<file path="src/rtl/progressive_div_pkg.sv">
// -----------------------------------------------------------------------------
// progressive_div_pkg
// Shared widths, FSM state type and saturation helpers for the progressive
// Q2.14 / Q1.x divider (progressive_div16) and its step unit.
// -----------------------------------------------------------------------------
package progressive_div_pkg;

  localparam int Q_W   = 16;  // full quotient width (Q1.14 + integer bit)
  localparam int R_W   = 17;  // partial remainder width
  localparam int Q12_W = 4;   // Q1.2 output width
  localparam int Q16_W = 8;   // Q1.6 output width

  // Quotient value used whenever the true result would not fit in 16 bits.
  localparam logic [Q_W-1:0] SAT_Q = 16'hFFFF;

  typedef enum logic [1:0] {
    IDLE = 2'd0,
    ITER = 2'd1,
    SAT  = 2'd2
  } div_state_e;

  // Quotient >= 2^16 exactly when b == 0 or a >= 4*b (compared in 18 bits).
  function automatic logic sat_cond(input logic [Q_W-1:0] a_v,
                                    input logic [Q_W-1:0] b_v);
    return (b_v == '0) || ({2'b00, a_v} >= {b_v, 2'b00});
  endfunction

endpackage

</file>
<file path="src/rtl/progressive_div16_step.sv">
// -----------------------------------------------------------------------------
// div_step_unit
// One restoring-division step: shift the partial remainder left, bring in the
// next dividend bit, subtract the divisor when it fits.
// Ports:
//   r_i  partial remainder in      b_i  divisor
//   n_i  next dividend bit         r_o  partial remainder out
//   q_o  resolved quotient bit
// -----------------------------------------------------------------------------
module div_step_unit
  import progressive_div_pkg::*;
(
  input  logic [R_W-1:0] r_i,
  input  logic [Q_W-1:0] b_i,
  input  logic           n_i,
  output logic [R_W-1:0] r_o,
  output logic           q_o
);

  logic [R_W-1:0] r_sh;

  assign r_sh = {r_i[R_W-2:0], n_i};

  // If the bit shifted out of r_i was set, the shifted value is >= 2^17 and
  // therefore larger than any divisor. The 17-bit difference stays exact
  // because the true result is always below b.
  assign q_o = r_i[R_W-1] | (r_sh >= {1'b0, b_i});
  assign r_o = q_o ? (r_sh - {1'b0, b_i}) : r_sh;

endmodule

</file>
<file path="src/rtl/progressive_div16.sv">
// -----------------------------------------------------------------------------
// progressive_div16
// Unsigned Q2.14 / Q2.14 restoring divider, MSB first, BITS_PER_CYCLE quotient
// bits per cycle. Delivers Q1.2, Q1.6 and Q1.14 results as they resolve.
// Optional build macro: PROGRESSIVE_DIV_ROUND_EN (one guard bit, round the
// Q1.14 result, which then arrives one cycle later).
// Ports:
//   clk, rst (sync, active high)
//   a, b, valid_in, in_ready     request side (transfer on valid_in && in_ready)
//   q1_2_out/q1_2_valid, q1_6_out/q1_6_valid, q1_14_out/q1_14_valid
//   div_by_zero                  qualified by q1_14_valid
// Handshake: a request is taken on any clock where valid_in && in_ready;
// in_ready is low while a division iterates; outputs have no backpressure and
// each valid is a one-cycle pulse with data held until the next pulse.
// -----------------------------------------------------------------------------
module progressive_div16
  import progressive_div_pkg::*;
#(
  parameter int BITS_PER_CYCLE = 1
) (
  input  logic             clk,
  input  logic             rst,
  input  logic [Q_W-1:0]   a,
  input  logic [Q_W-1:0]   b,
  input  logic             valid_in,
  output logic             in_ready,
  output logic [Q12_W-1:0] q1_2_out,
  output logic             q1_2_valid,
  output logic [Q16_W-1:0] q1_6_out,
  output logic             q1_6_valid,
  output logic [Q_W-1:0]   q1_14_out,
  output logic             q1_14_valid,
  output logic             div_by_zero
);

  if (!(BITS_PER_CYCLE == 1 || BITS_PER_CYCLE == 2 || BITS_PER_CYCLE == 4))
  begin : g_bad_bits_per_cycle
    $error("progressive_div16: BITS_PER_CYCLE must be 1, 2 or 4");
  end

  localparam logic [4:0] STEP = 5'(BITS_PER_CYCLE);
`ifdef PROGRESSIVE_DIV_ROUND_EN
  // The guard-bit cycle runs after all 16 quotient bits are resolved.
  localparam logic [4:0] LAST_DONE = 5'd16;
`else
  localparam logic [4:0] LAST_DONE = 5'(16 - BITS_PER_CYCLE);
`endif

  div_state_e state_q, state_d;

  logic [R_W-1:0]   r_q,    r_d;
  logic [Q_W-1:0]   b_q,    b_d;
  logic [1:0]       nlo_q,  nlo_d;   // a[1:0], fed in as the first two bits
  logic [4:0]       done_q, done_d;  // quotient bits resolved so far
  logic [Q_W-1:0]   acc_q,  acc_d;   // quotient bits, shifted in at the LSB
  logic [Q12_W-1:0] q12_q,  q12_d;
  logic [Q16_W-1:0] q16_q,  q16_d;
  logic [Q_W-1:0]   q114_q, q114_d;
  logic             q12_v_q, q12_v_d;
  logic             q16_v_q, q16_v_d;
  logic             q114_v_q, q114_v_d;
  logic             dbz_q,  dbz_d;

  // ---------------------------------------------------------------------------
  // Step-unit chain
  // ---------------------------------------------------------------------------
  logic [BITS_PER_CYCLE:0][R_W-1:0] r_chain;
  logic [BITS_PER_CYCLE-1:0]        qb;      // qb[B-1] is the earliest bit
  logic [Q_W-1:0]                   acc_next;
  logic [4:0]                       done_nx;

  assign r_chain[0] = r_q;

  for (genvar j = 0; j < BITS_PER_CYCLE; j++) begin : g_step
    logic [4:0] pos;
    logic       n_bit;

    assign pos   = done_q + 5'(j);
    assign n_bit = (pos == 5'd0) ? nlo_q[1] :
                   (pos == 5'd1) ? nlo_q[0] : 1'b0;

    div_step_unit u_step (
      .r_i (r_chain[j]),
      .b_i (b_q),
      .n_i (n_bit),
      .r_o (r_chain[j+1]),
      .q_o (qb[BITS_PER_CYCLE-1-j])
    );
  end

  assign acc_next = (acc_q << BITS_PER_CYCLE) | Q_W'(qb);
  assign done_nx  = done_q + STEP;

  // ---------------------------------------------------------------------------
  // FSM: state register
  // ---------------------------------------------------------------------------
  always_ff @(posedge clk) begin
    if (rst) state_q <= IDLE;
    else     state_q <= state_d;
  end

  // ---------------------------------------------------------------------------
  // FSM: next state. SAT is the cycle the saturated result is shown; it
  // accepts a new request just like IDLE.
  // ---------------------------------------------------------------------------
  always_comb begin
    state_d = state_q;
    case (state_q)
      IDLE, SAT: begin
        if (valid_in) state_d = sat_cond(a, b) ? SAT : ITER;
        else          state_d = IDLE;
      end
      ITER: begin
        if (done_q == LAST_DONE) state_d = IDLE;
      end
      default: state_d = IDLE;
    endcase
  end

  // ---------------------------------------------------------------------------
  // FSM: outputs and datapath next values
  // ---------------------------------------------------------------------------
  always_comb begin
    in_ready = (state_q != ITER);
    r_d      = r_q;
    b_d      = b_q;
    nlo_d    = nlo_q;
    done_d   = done_q;
    acc_d    = acc_q;
    q12_d    = q12_q;
    q16_d    = q16_q;
    q114_d   = q114_q;
    dbz_d    = dbz_q;
    q12_v_d  = 1'b0;
    q16_v_d  = 1'b0;
    q114_v_d = 1'b0;

    case (state_q)
      IDLE, SAT: begin
        if (valid_in) begin
          b_d    = b;
          nlo_d  = a[1:0];
          r_d    = {3'b000, a[Q_W-1:2]};  // a >> 2, always < b when not saturated
          done_d = '0;
          acc_d  = '0;
          if (sat_cond(a, b)) begin
            q12_d    = SAT_Q[Q_W-1 -: Q12_W];
            q16_d    = SAT_Q[Q_W-1 -: Q16_W];
            q114_d   = SAT_Q;
            q12_v_d  = 1'b1;
            q16_v_d  = 1'b1;
            q114_v_d = 1'b1;
            dbz_d    = (b == '0);
          end
        end
      end

      ITER: begin
        r_d    = r_chain[BITS_PER_CYCLE];
        acc_d  = acc_next;
        done_d = done_nx;
`ifdef PROGRESSIVE_DIV_ROUND_EN
        if (done_q == 5'd16) begin
          // Guard cycle: only the first step's bit (bit -1) is meaningful.
          acc_d    = acc_q;
          q114_d   = (&acc_q) ? SAT_Q : acc_q + Q_W'(qb[BITS_PER_CYCLE-1]);
          q114_v_d = 1'b1;
          dbz_d    = 1'b0;
        end else begin
          if (done_nx == 5'd4) begin
            q12_d   = acc_next[Q12_W-1:0];
            q12_v_d = 1'b1;
          end
          if (done_nx == 5'd8) begin
            q16_d   = acc_next[Q16_W-1:0];
            q16_v_d = 1'b1;
          end
        end
`else
        if (done_nx == 5'd4) begin
          q12_d   = acc_next[Q12_W-1:0];
          q12_v_d = 1'b1;
        end
        if (done_nx == 5'd8) begin
          q16_d   = acc_next[Q16_W-1:0];
          q16_v_d = 1'b1;
        end
        if (done_nx == 5'd16) begin
          q114_d   = acc_next;
          q114_v_d = 1'b1;
          dbz_d    = 1'b0;
        end
`endif
      end

      default: ;
    endcase
  end

  // ---------------------------------------------------------------------------
  // Datapath and output registers
  // ---------------------------------------------------------------------------
  always_ff @(posedge clk) begin
    if (rst) begin
      r_q      <= '0;
      b_q      <= '0;
      nlo_q    <= '0;
      done_q   <= '0;
      acc_q    <= '0;
      q12_q    <= '0;
      q16_q    <= '0;
      q114_q   <= '0;
      q12_v_q  <= 1'b0;
      q16_v_q  <= 1'b0;
      q114_v_q <= 1'b0;
      dbz_q    <= 1'b0;
    end else begin
      r_q      <= r_d;
      b_q      <= b_d;
      nlo_q    <= nlo_d;
      done_q   <= done_d;
      acc_q    <= acc_d;
      q12_q    <= q12_d;
      q16_q    <= q16_d;
      q114_q   <= q114_d;
      q12_v_q  <= q12_v_d;
      q16_v_q  <= q16_v_d;
      q114_v_q <= q114_v_d;
      dbz_q    <= dbz_d;
    end
  end

  assign q1_2_out    = q12_q;
  assign q1_2_valid  = q12_v_q;
  assign q1_6_out    = q16_q;
  assign q1_6_valid  = q16_v_q;
  assign q1_14_out   = q114_q;
  assign q1_14_valid = q114_v_q;
  assign div_by_zero = dbz_q;

endmodule

</file>
<file path="config.mk">
export PLATFORM = sky130hd
export DESIGN_NAME = progressive_div16
export DESIGN_NICKNAME = d
export VERILOG_FILES = /design/src/rtl/progressive_div_pkg.sv /design/src/rtl/progressive_div16_step.sv /design/src/rtl/progressive_div16.sv
export SDC_FILE = /design/constraint.sdc
export NUM_CORES = 1
export LEC_CHECK = 0
export BUFFER_PORTS_ARGS = -buffer_cell sky130_fd_sc_hd__clkbuf_2
export CORE_MARGIN = 5
export CORE_UTILIZATION = 30
export CTS_CLUSTER_SIZE = 10
export DETAILED_ROUTE_END_ITERATION = 8
export PLACE_DENSITY = 0.52
export SETUP_SLACK_MARGIN = 0.15
export SLEW_MARGIN = 40
export SYNTH_ARGS = -nofsm -noshare
export SYNTH_HDL_FRONTEND = slang
export SYNTH_HIERARCHICAL = 1
export SYNTH_SLANG_ARGS = --single-unit
</file>
<file path="constraint.sdc">
create_clock -name clk -period 7.4 [get_ports clk]
set_input_delay 0.74 -clock clk [delete_from_list [all_inputs] [get_ports clk]]
set_output_delay 0.74 -clock clk [all_outputs]
set_load 0.01 [all_outputs]
</file>
==> reports/qor.yml <==
route:
  avgRoutedWirePerCell_um: 15.2
  vias: 4530
  drc_errors: 0
  ant_nets: 0
  drt_iter0_markers: 185
  routed_via_density: 5.01
  finalWirelength_mm: 13.8
  first_pass_iters: 4
pwr:
  leakage_nw: 2.57
  p_seq_share_pct: 35.4
  netSwitchingFraction_pct: 34.6
  p_int_mw: 1.00
  power_density_nw_per_um2: 256
  p_switching_mw: 0.528
  power_frac_comb_pct: 36.3
  ir_worst_vdd_mv: 0.105
  pwr-share-clk_pct: 28.3
global_route:
  grt_pass1_vias: 4469
  grt_usage_pct: 13.7
  grt_pass1_wl_mm: 22.5
  grt_max_degree: 83
  antenna_found_initial: 0
  grt-ovfl-total: 0
placement:
  dp.cells: 888
  dpl.hpwl_mm: 10.3
  portBuffers: 67
  place.gp.congestion: 0.832
synth:
  synthTopCellsByArea: "dfxtp_1, ha_1, nand2_1, a21oi_1, mux2i_1"
  netlist_instances: 625
  synth.largest_area_cell: "dfxtp_1"
  synth_area_per_cell_um2: 8.30
  syn-num-nets: 696
  yosys_warnings: 6
  ys_ff_latch: 89
  ys_types: 69
  ys_async_sr_fraction_pct: 0
  synth_ff_type: "dfxtp_1"
  synth_top_area_share_pct: 34.4
  syn_area_um2: 5190
  yosysSeqAreaShare_pct: 34.4
  synth_edf_count: 0
clocking:
  clk_pin_slew_ns: 0.07
  cts_buffer_depth: 2
  cts_max_level: 3
  cts.sink_count: 89
  cts_setup_buffers: 0
  numCtsBuffers: 9
  cts_tree: "done"
  ctsHoldBuffers: 0
  cts_resized: 0
  cts_root_buffer: "clkbuf_16"
  clk_latency_ns: 0.34
timing:
  fmaxAchievable_ghz: 0.283
  finalSetupTns_ns: 0
  rsz0062_at_grt: "no"
  period_share_pct: 47.7
  finalHoldViolCount: 0
  slew_viol_final: 0
  setup-violations-final: 0
  skew_ns: 0.00890
  worst_slew_pin_slew_ns: 0.767
  min_period_ns: 3.53
  slew_headroom_pct: 48.9
die:
  die_h_um: 141
  die_area_um2: 20000
  initial_core_util_pct: 30.3
  die_w_um: 141
  fp.coreArea_um2: 17100
  placementRows: 48
  ios: 68
layout:
  insertedDiodeCount: 0
  stdcell_count: 905
  nets: 746
  area.growth.synth_to_final_pct: 15.3
  seqCellArea_um2: 1780
  fillers: 1782
  multi_input_area_um2: 3090
  final_layout_size_suffix_gt1_share_pct: 18.5
setup_path:
  startpoint: "done_q[0]"
  path_class: "reg -> reg"
  crit_end: "r_q[4]"
  rrSetupSlack_ns: 3.87
  cp.arrival_ns: 3.72
  worst-path-max-fanout: 14
  required_ns: 7.59
  end_kind: "register"
  crit_path_start_kind: "register"
  r2r_start: "done_q[0]"
  reg2reg_depth: 16
  rr_endpoint: "r_q[4]"
worst_hold_path:
  hp-class: "reg -> reg"
  hold_depth: 2
run_status:
  status: "finished, final reports clean"
job:
  drv_cap: 0
==> kinds of logic after synthesis <==
logic type	Yosys count	share of synthesized area, %
XOR/XNOR	10	1.83
buffers and inverters	73	6.18
flip-flops	89	34.4
AO/OA/AOI/OAI	148	20.0
adder cells (fa/ha/maj)	36	8.83
multiplexers	37	8.11
AND/OR/NAND/NOR	232	20.7
==> flip-flops by register name (all words and copies together) (netlist names) <==
name,flops
q1_2_out,4
q1_2_valid,1
q1_14_valid,1
done_q,5
div_by_zero,1
acc_q,15
b_q,16
nlo_q,2
q1_6_valid,1
state_q,2
q1_6_out,8
q1_14_out,16
r_q,17
==> how the worst min path moves through the flow <==
stage | to | startpoint | slack [ns]
after global routing | b_q[2] | b_q[2] | 0.47
final | b_q[5] | b_q[5] | 0.46
after detailed placement | b_q[5] | b_q[5] | 0.45
after floorplan | b_q[10] | b_q[10] | 0.44
after CTS | b_q[5] | b_q[5] | 0.46
after global placement | b_q[2] | b_q[2] | 0.44
==> critical path, cell delays in order, from the launching register on <==
cell	delay, ns
dfxtp_1	0.46
inv_1	0.07
ha_1	0.21
nor2_1	0.10
a21oi_1	0.05
nor4_1	0.20
inv_1	0.11
ha_1	0.22
nor2b_1	0.15
o31a_1	0.22
o21ai_1	0.20
o221a_4	0.33
o31a_4	0.38
inv_6	0.17
mux2_2	0.36
nor2_1	0.10
a311oi_1	0.06
==> routing by layer <==
metal,track usage [%],part of all wire (%),up-vias
met5,0,0,-
met4,4.34,1.5,0
met3,2.22,3.2,12
met2,22.2,47,83
met1,18.8,49,2158
li1,-,-,2277
==> per-stage QoR <==
step | setup WS (ns) | utilization [%] | power [mW] | instance area (um2) | hold slack [ns]
5_1_grt | 3.56 | 34.9 | 1.62 | 5980 | 0.468
3_3_place_gp | 3.99 | 33.1 | 1.10 | 5670 | 0.445
6_report | 3.87 | 34.9 | 1.53 | 5980 | 0.456
3_5_place_dp | 3.89 | 33.2 | 1.10 | 5680 | 0.450
2_1_floorplan | 4.23 | - | 0.998 | 5190 | 0.436
4_1_cts | 3.88 | 34.8 | 1.54 | 5960 | 0.459
==> synthesized netlist by cell type, drive strengths merged, types with 2 or more instances <==
cell type	n
a21o	2
a21oi	65
a22oi	6
a311oi	22
and2	2
and3	4
and4	2
buf	11
clkbuf	23
dfxtp	89
ha	35
inv	39
mux2	13
mux2i	24
nand2	111
nand2b	23
nand3	6
nand4	7
nor2	52
nor2b	4
nor3	4
nor3b	3
nor4	7
o211ai	3
o21a	4
o21ai	18
o21bai	10
o221a	2
o22a	2
o31a	2
o31ai	2
or2	2
xnor2	5
xor2	5
==> power by group through the flow <==
stage          combinational (mW)  clock, mW  sequential [mW]
2_1_floorplan               0.446          0            0.552
3_3_place_gp                0.544          0            0.552
3_5_place_dp                0.550          0            0.552
4_1_cts                     0.553      0.445            0.542
5_1_grt                     0.614      0.464            0.546
6_report                    0.554      0.433            0.542
==> layout make-up <==
| class | instances | area share [%] |
|---|---|---|
| multi-input cells | 463 | 51.7 |
| well taps | 225 | 4.71 |
| flip-flops and latches | 89 | 29.8 |
| clock buffers | 10 | 3.83 |
| repair buffers | 73 | 6.57 |
| clock inverters | 6 | 0.858 |
| inverters | 39 | 2.53 |
==> cells in the final DEF, fill, tap and decap left out, drive strengths merged, types with 5 or more instances in the layout <==
cell	netlist	routed
a311oi	22	22
clkbuf	23	77
xor2	5	5
a21oi	65	65
nand2b	23	23
nor2	52	52
nor4	7	7
xnor2	5	5
a22oi	6	6
nand3	6	6
o21bai	10	10
ha	35	35
mux2i	24	24
nand2	111	111
nand4	7	7
dfxtp	89	89
o21ai	18	18
mux2	13	13
buf	11	6
inv	39	41
(Power assumes the default switching activity.)
